## src/rtl/spi_slave_responder.sv

```systemverilog
// SPI mode-0 slave with oversampled SCLK/SS_n/MOSI, one-entry TX holding register and RX word strobe.
// Latency: rx_valid SYNC_STAGES+2 clk after the final SCLK rise is sampled; MISO moves 3 clk after a sampled SCLK fall.
// Backpressure: tx_valid/tx_ready on the holding register; none on RX, rx_data is overwritten by the next word.
module spi_slave_responder #(
    parameter int                DATA_W      = 8,
    parameter int                SYNC_STAGES = 2,
    parameter logic [DATA_W-1:0] IDLE_WORD   = '1
) (
    input  logic              clk_clk,
    input  logic              reset_reset_n,
    input  logic              spi_sclk,
    input  logic              spi_ss_n,
    input  logic              spi_mosi,
    output logic              spi_miso,
    output logic              spi_miso_oe,
    input  logic [DATA_W-1:0] tx_data,
    input  logic              tx_valid,
    output logic              tx_ready,
    output logic [DATA_W-1:0] rx_data,
    output logic              rx_valid,
    output logic              tx_underrun,
    output logic              frame_abort,
    output logic              busy
);
    localparam int              CNT_W    = $clog2(DATA_W);
    localparam logic [CNT_W-1:0] LAST_BIT = CNT_W'(DATA_W - 1);

    typedef enum logic [1:0] {ST_IDLE, ST_LOAD, ST_SHIFT} state_t;

    // Reset asserts asynchronously and releases on a clock edge.
    logic [1:0] rst_pipe;
    logic       rst_n;

    always_ff @(posedge clk_clk or negedge reset_reset_n) begin
        if (!reset_reset_n) rst_pipe <= '0;
        else                rst_pipe <= {rst_pipe[0], 1'b1};
    end
    assign rst_n = rst_pipe[1];

    logic [SYNC_STAGES-1:0] sclk_sync, mosi_sync, ss_sync;
    logic sclk_s, ss_s, sclk_dly, ss_dly;
    logic sclk_rise_q, sclk_fall_q, mosi_q;
    logic ss_fall, ss_rise;

    assign sclk_s  = sclk_sync[SYNC_STAGES-1];
    assign ss_s    = ss_sync[SYNC_STAGES-1];
    assign ss_fall = ~ss_s & ss_dly;
    assign ss_rise = ss_s & ~ss_dly;

    // SCLK edges are registered once more; mosi_q is captured alongside the rise flag.
    always_ff @(posedge clk_clk or negedge rst_n) begin
        if (!rst_n) begin
            sclk_sync   <= '0;
            mosi_sync   <= '0;
            ss_sync     <= '1;
            sclk_dly    <= 1'b0;
            ss_dly      <= 1'b1;
            sclk_rise_q <= 1'b0;
            sclk_fall_q <= 1'b0;
            mosi_q      <= 1'b0;
        end else begin
            sclk_sync   <= {sclk_sync[SYNC_STAGES-2:0], spi_sclk};
            mosi_sync   <= {mosi_sync[SYNC_STAGES-2:0], spi_mosi};
            ss_sync     <= {ss_sync[SYNC_STAGES-2:0], spi_ss_n};
            sclk_dly    <= sclk_s;
            ss_dly      <= ss_s;
            sclk_rise_q <= sclk_s & ~sclk_dly;
            sclk_fall_q <= ~sclk_s & sclk_dly;
            mosi_q      <= mosi_sync[SYNC_STAGES-1];
        end
    end

    state_t            state;
    logic [DATA_W-1:0] hold_dat;
    logic              hold_full;
    logic [DATA_W-2:0] tx_shift;
    logic [DATA_W-2:0] rx_shift;
    logic [CNT_W-1:0]  bit_cnt;
    logic              reload;
    logic              rx_pend;
    logic              tx_accept;
    logic              load_now;
    logic [DATA_W-1:0] load_word;

    assign tx_ready  = ~hold_full;
    assign tx_accept = tx_valid & ~hold_full;
    assign load_word = hold_full ? hold_dat : IDLE_WORD;
    assign load_now  = ~ss_rise & ((state == ST_LOAD) ||
                                   ((state == ST_SHIFT) && sclk_fall_q && reload));

    always_ff @(posedge clk_clk or negedge rst_n) begin
        if (!rst_n) begin
            state       <= ST_IDLE;
            hold_dat    <= '0;
            hold_full   <= 1'b0;
            tx_shift    <= '0;
            rx_shift    <= '0;
            bit_cnt     <= '0;
            reload      <= 1'b0;
            rx_pend     <= 1'b0;
            spi_miso    <= 1'b0;
            spi_miso_oe <= 1'b0;
            rx_data     <= '0;
            rx_valid    <= 1'b0;
            tx_underrun <= 1'b0;
            frame_abort <= 1'b0;
            busy        <= 1'b0;
        end else begin
            rx_valid    <= rx_pend;
            rx_pend     <= 1'b0;
            tx_underrun <= 1'b0;
            frame_abort <= 1'b0;
            busy        <= ~ss_s;
            spi_miso_oe <= ~ss_s;

            // A word accepted in the same cycle as an underrun load stays in the register.
            if (tx_accept) hold_dat <= tx_data;
            hold_full <= tx_accept | (hold_full & ~load_now);

            if (load_now) begin
                {spi_miso, tx_shift} <= load_word;
                tx_underrun          <= ~hold_full;
            end

            if (ss_rise) begin
                state       <= ST_IDLE;
                bit_cnt     <= '0;
                reload      <= 1'b0;
                frame_abort <= (bit_cnt != '0);
            end else begin
                case (state)
                    ST_IDLE: begin
                        bit_cnt <= '0;
                        reload  <= 1'b0;
                        if (ss_fall) state <= ST_LOAD;
                    end
                    ST_LOAD: state <= ST_SHIFT;
                    ST_SHIFT: begin
                        if (sclk_rise_q) begin
                            if (bit_cnt == LAST_BIT) begin
                                rx_data <= {rx_shift, mosi_q};
                                rx_pend <= 1'b1;
                                bit_cnt <= '0;
                                reload  <= 1'b1;
                            end else begin
                                rx_shift <= {rx_shift[DATA_W-3:0], mosi_q};
                                bit_cnt  <= bit_cnt + 1'b1;
                            end
                        end
                        if (sclk_fall_q) begin
                            if (reload) reload <= 1'b0;
                            else        {spi_miso, tx_shift} <= {tx_shift, 1'b0};
                        end
                    end
                    default: state <= ST_IDLE;
                endcase
            end
        end
    end
endmodule

```

## config.mk

```make
export PLATFORM = sky130hd
export DESIGN_NAME = spi_slave_responder
export DESIGN_NICKNAME = d
export VERILOG_FILES = /design/src/rtl/spi_slave_responder.sv
export SDC_FILE = /design/constraint.sdc
export NUM_CORES = 1
export LEC_CHECK = 0
export BUFFER_PORTS_ARGS = -buffer_cell sky130_fd_sc_hd__buf_2
export CORE_MARGIN = 5
export CORE_UTILIZATION = 50
export CTS_CLUSTER_SIZE = 25
export DETAILED_ROUTE_END_ITERATION = 7
export PLACE_DENSITY = 0.73
export SYNTH_ARGS = -nofsm -noshare
export SYNTH_HDL_FRONTEND = slang
export SYNTH_SLANG_ARGS = --single-unit
export TNS_END_PERCENT = 30
```

## constraint.sdc

```tcl
create_clock -name clk_clk -period 1.5 [get_ports clk_clk]
set_input_delay 0.075 -clock clk_clk [delete_from_list [all_inputs] [get_ports clk_clk]]
set_output_delay 0.075 -clock clk_clk [all_outputs]
set_load 0.02 [all_outputs]
```

Word-level counts from Yosys, hierarchy flattened. Index checks and enable logic that the tools add are counted.

Register bits: 56. Bits of input ports: 14. Output and inout port bits: 15. Word-level logic and storage cells: 86.

Add/subtract/negate cells: 1. Eq/ne operators: 6. Muxes and demuxes: 30. Bitwise gates (word level): 16. Reduce and logical (&&, ||, !) cells: 10.

Operators with widths (number): 7-bit two-way mux (5); 1-bit two-way mux (16); 3-bit two-way mux (3); 8-bit two-way mux (1); 1-bit NOT (8); 4-bit AND reduction (2); 1-bit bitwise AND (7); 3-bit inequality test (second input constant) (2); 2-bit case mux with 3 select lines (1); 3-bit case mux with 2 select lines (1); 3-bit nonzero test (2); 2-bit two-way mux (2); 2-bit AND reduction (2); 3-bit by 1-bit adder with 3-bit output (second input constant) (1); 3-bit equality test (second input constant) (1); 2-bit by 1-bit equality test with 1-bit output (second input constant) (1); 2-bit equality test (second input constant) (1); 1-bit logical AND (2); 2-bit zero test (1); 2-bit inequality test (second input constant) (1); 1-bit case mux with 2 select lines (1); 1-bit logical OR (1); 1-bit bitwise OR (1).

Depth between registers and ports, before layout.
Word-level depth: 10. Depth in mapped cells: 7. Depth with buffers taken out: 5.

Worst setup path after synthesis. No wires, ideal clock.

Kind: reg-to-reg. Start: register ss_dly. End: register rx_data[0]. Library setup time: 0.125 ns. Data arrival time: 1.801 ns. Data required time: 1.375 ns. Setup slack: -0.426 ns. Cell stages (with the launch flop): 8. Buffers on the path: 2. Clock period less this slack: 1.926 ns. Path through: dfstp_2 -> inv_1 -> ha_1 -> buf_2 -> nor3b_4 -> and3_4 -> buf_12 -> mux2_4.

Longest elaborated chain between the ends: 4.

RTL lines: start, declared (line 41) `logic sclk_s, ss_s, sclk_dly, ss_dly;`; start signal, assigned (line 66) `ss_dly <= ss_s;`; 1-bit NOT (line 48) `assign ss_rise = ss_s & ~ss_dly;`; 1-bit bitwise AND (line 48); 1-bit NOT (no source line); 4-bit AND reduction (no source line); end signal, assigned (line 141) `rx_data <= {rx_shift, mosi_q};`; end, declared (line 19) `output logic [DATA_W-1:0] rx_data,`.

Every way passes these cells. A chain may end at the register's enable or synchronous reset.

Worst setup path after layout.
Start: register ss_dly. End: register rx_data[5].

The elaborated chain is that of the path after synthesis.

==> qor.yml <==
hold_path:
  hold_path.class: "in -> async"
place:
  place_ws_ns: -0.267
  dp_hpwl_um: 2890
  port_buffers: 28
  gp_congestion: 0.762
logic_synthesis:
  syn_nets: 183
  yosysTopAreaCell: "dfrtp_1"
  avgSynthCellArea_um2: 13.9
  synth_seq_cells: 56
  syn_inst: 165
  synth-seq-area-share: 0.611
  synth_warnings: 0
  synth.distinct_cells: 35
  synth.top_cell.area_share: 0.576
  syn_area_mm2: 0.00230
  synth_area_leaders: "dfrtp_1 58%, mux2_2 7.8%, mux2_4 5.2%"
job:
  cap_viol_max_count: 0
clock_tree:
  insertion_delay_ns: 0.31
  clk_path_buf_depth: 2
  clock-sinks: 56
  root_buffer: "clkbuf_8"
  htree_levels: 2
  cts_made_buffers: 5
  cts_tree: "built"
  clk_pin_slew_worst_paths_ns: 0.10
final_layout:
  final_util: 0.665
  layout_commonest_cell: "dfrtp_1"
  fin_nets: 238
  syn_to_final_growth_pct: 27.6
  layout_common_cells: "50 x dfrtp_1, 28 x buf_2, 16 x mux2_2, 16 x buf_4, 12 x dlygate4sd3_1"
  nFillCells: 310
  antenna_cells: 0
  drive_above_1_share: 0.498
drt:
  vias: 1474
  drt_iter0_drc: 70
  ant_nets: 0
  wl_per_cell_um: 15.7
  drt-pass1-iter-count: 4
  routed_wl_um: 4290
  route.detailed.drc: 0
  viasPerCell: 5.40
die:
  rows: 24
  die_h_um: 77.8
  dieArea_mm2: 0.00606
  floorplan.initialDensity: 0.521
  fp.dieW_um: 77.8
  fp.coreArea_mm2: 0.00441
  design.portCount: 29
pwr:
  comb_power_share: 0.264
  swShare: 0.317
  p_leak_nw: 1.36
  p_switching_w: 0.00125
  total_power_w: 0.00395
  clockPowerShare: 0.207
  seq_power_share: 0.529
  pwr_density_cell_mw_per_mm2: 1350
  internal_power_w: 0.00270
  peakVddDrop_v: 0.000782
sta:
  finalHoldViolCount: 0
  holdWs_ns: 0.0742
  setup_viol: 24
  period_share: 1.15
  fin_skew_ns: 0.0147
  post-route-min-period_ns: 1.72
  setup_slack_ns: -0.221
  rsz0062_at_grt: "true"
  maxSlewViolCount: 0
  fmax_ghz: 0.581
setup_path:
  arrival_ns: 1.91
  required_ns: 1.69
  path_max_fanout: 5
  criticalPathCategory: "reg -> reg"
  startpoint_type: "flip-flop"
  worstSetupEndpointType: "flip-flop"
global_routing:
  overflow: 0
  antenna_found_initial: 0
  grt_pass1_wl_um: 7400
  grtUsageTotal: 0.151
  grt_pass1_vias: 1557
  grt_start_max_net_pins: 37
outcome:
  violations: "negative setup slack"
  status: "complete, but fails checks"
logic make-up after synthesis:
logic type	synth area share
AOI/OAI and AO/OA	0.104
adders and majority gates	0.0218
buffers and inverters	0.0440
DFF	0.611
muxes	0.131
other	0.00163
and+or+nand+nor	0.0870
final cells by class:
class,instances,area (µm²),area share
Clock inverter,3,21.3,0.00725
Timing Repair Buffer,57,400,0.136
Multi-Input combinational cell,92,941,0.321
Inverter,8,30.0,0.0102
Tap cell,52,65.1,0.0222
Sequential cell,56,1410,0.480
Clock buffer,5,68.8,0.0234
power by group through the flow:
| stage | combinational (W) | sequential (W) | clock (W) |
|---|---|---|---|
| 2_1_floorplan | 0.000699 | 0.00202 | 0 |
| 3_3_place_gp | 0.000871 | 0.00205 | 0 |
| 3_5_place_dp | 0.000910 | 0.00208 | 0 |
| 4_1_cts | 0.000997 | 0.00207 | 0.000846 |
| 5_1_grt | 0.00114 | 0.00213 | 0.000904 |
| 6_report | 0.00104 | 0.00209 | 0.000819 |
path summary, 6_finish.rpt:
kind / startpoint / endpoint / slack, ns / depth (start not counted)
max in group asynchronous: rst_pipe[1] / ss_sync[1] / 0.70 / 1
min: reset_reset_n / rst_pipe[1] / 0.07 / 2
max reg2reg: ss_dly / rx_data[5] / -0.22 / 5
min in group clk_clk: tx_valid / hold_full / 0.27 / 4
min reg2reg: rst_pipe[1] / mosi_q / 0.19 / 0
max: ss_dly / rx_data[5] / -0.22 / 5
what timing repair did:
| item | CTS | global route |
|---|---|---|
| resized for setup | 16 | 9 |
| hold endpoints to repair | 13 | 0 |
| pin swaps | 4 | 1 |
| setup buffers | 3 | 1 |
| endpoints found under the setup margin | 26 | 27 |
| hold buffers | 12 | 0 |
| cloned | 1 | 0 |
through the flow:
stage	cells	cell area (µm²)	TNS [ns]
after CTS	272	2890	-3.70
after floorplan	165	2360	-15.21
after global routing	273	2940	-4.83
after global placement	249	2600	-3.94
after detailed placement	249	2600	-5.06
final	273	2940	-3.59
critical path, stage by stage (launching register included):
cell	delay, ns
dfstp_2	0.54
inv_2	0.04
ha_4	0.17
nor3b_4	0.25
and3_4	0.30
mux2_4	0.31
registers in the layout (all words and copies together) (netlist names), 2 cells and up:
name       cells
ss_sync        2
rx_data        8
mosi_sync      2
hold_dat       8
tx_shift       7
rx_shift       7
state          2
sclk_sync      2
rst_pipe       2
bit_cnt        3
metal layers:
metal | GRT usage | part of all wire
met1 | 0.188 | 0.42
met4 | 0.0653 | 0.020
met5 | 0 | 0
met2 | 0.255 | 0.52
met3 | 0.0313 | 0.034
synthesized netlist by cell type (all sizes together):
cell type and number:
and3b 1, or4b 1, nor3b 1, a221oi 1, o21ai 3, a21oi 12, nand2b 4, dfrtp 53
or3b 1, nand4b 1, a211oi 7, nand4 1, clkbuf 4, mux2 24, a2111oi 8, ha 4
a21boi 1, nor2b 6, buf 6, a21o 2, clkinv 1, nor2 2, inv 7, and3 1
nor3 6, nand2 1, dfstp 3, nand3b 1, conb 1, nor4 1
Note: power is estimated with default switching activity, not from simulation.
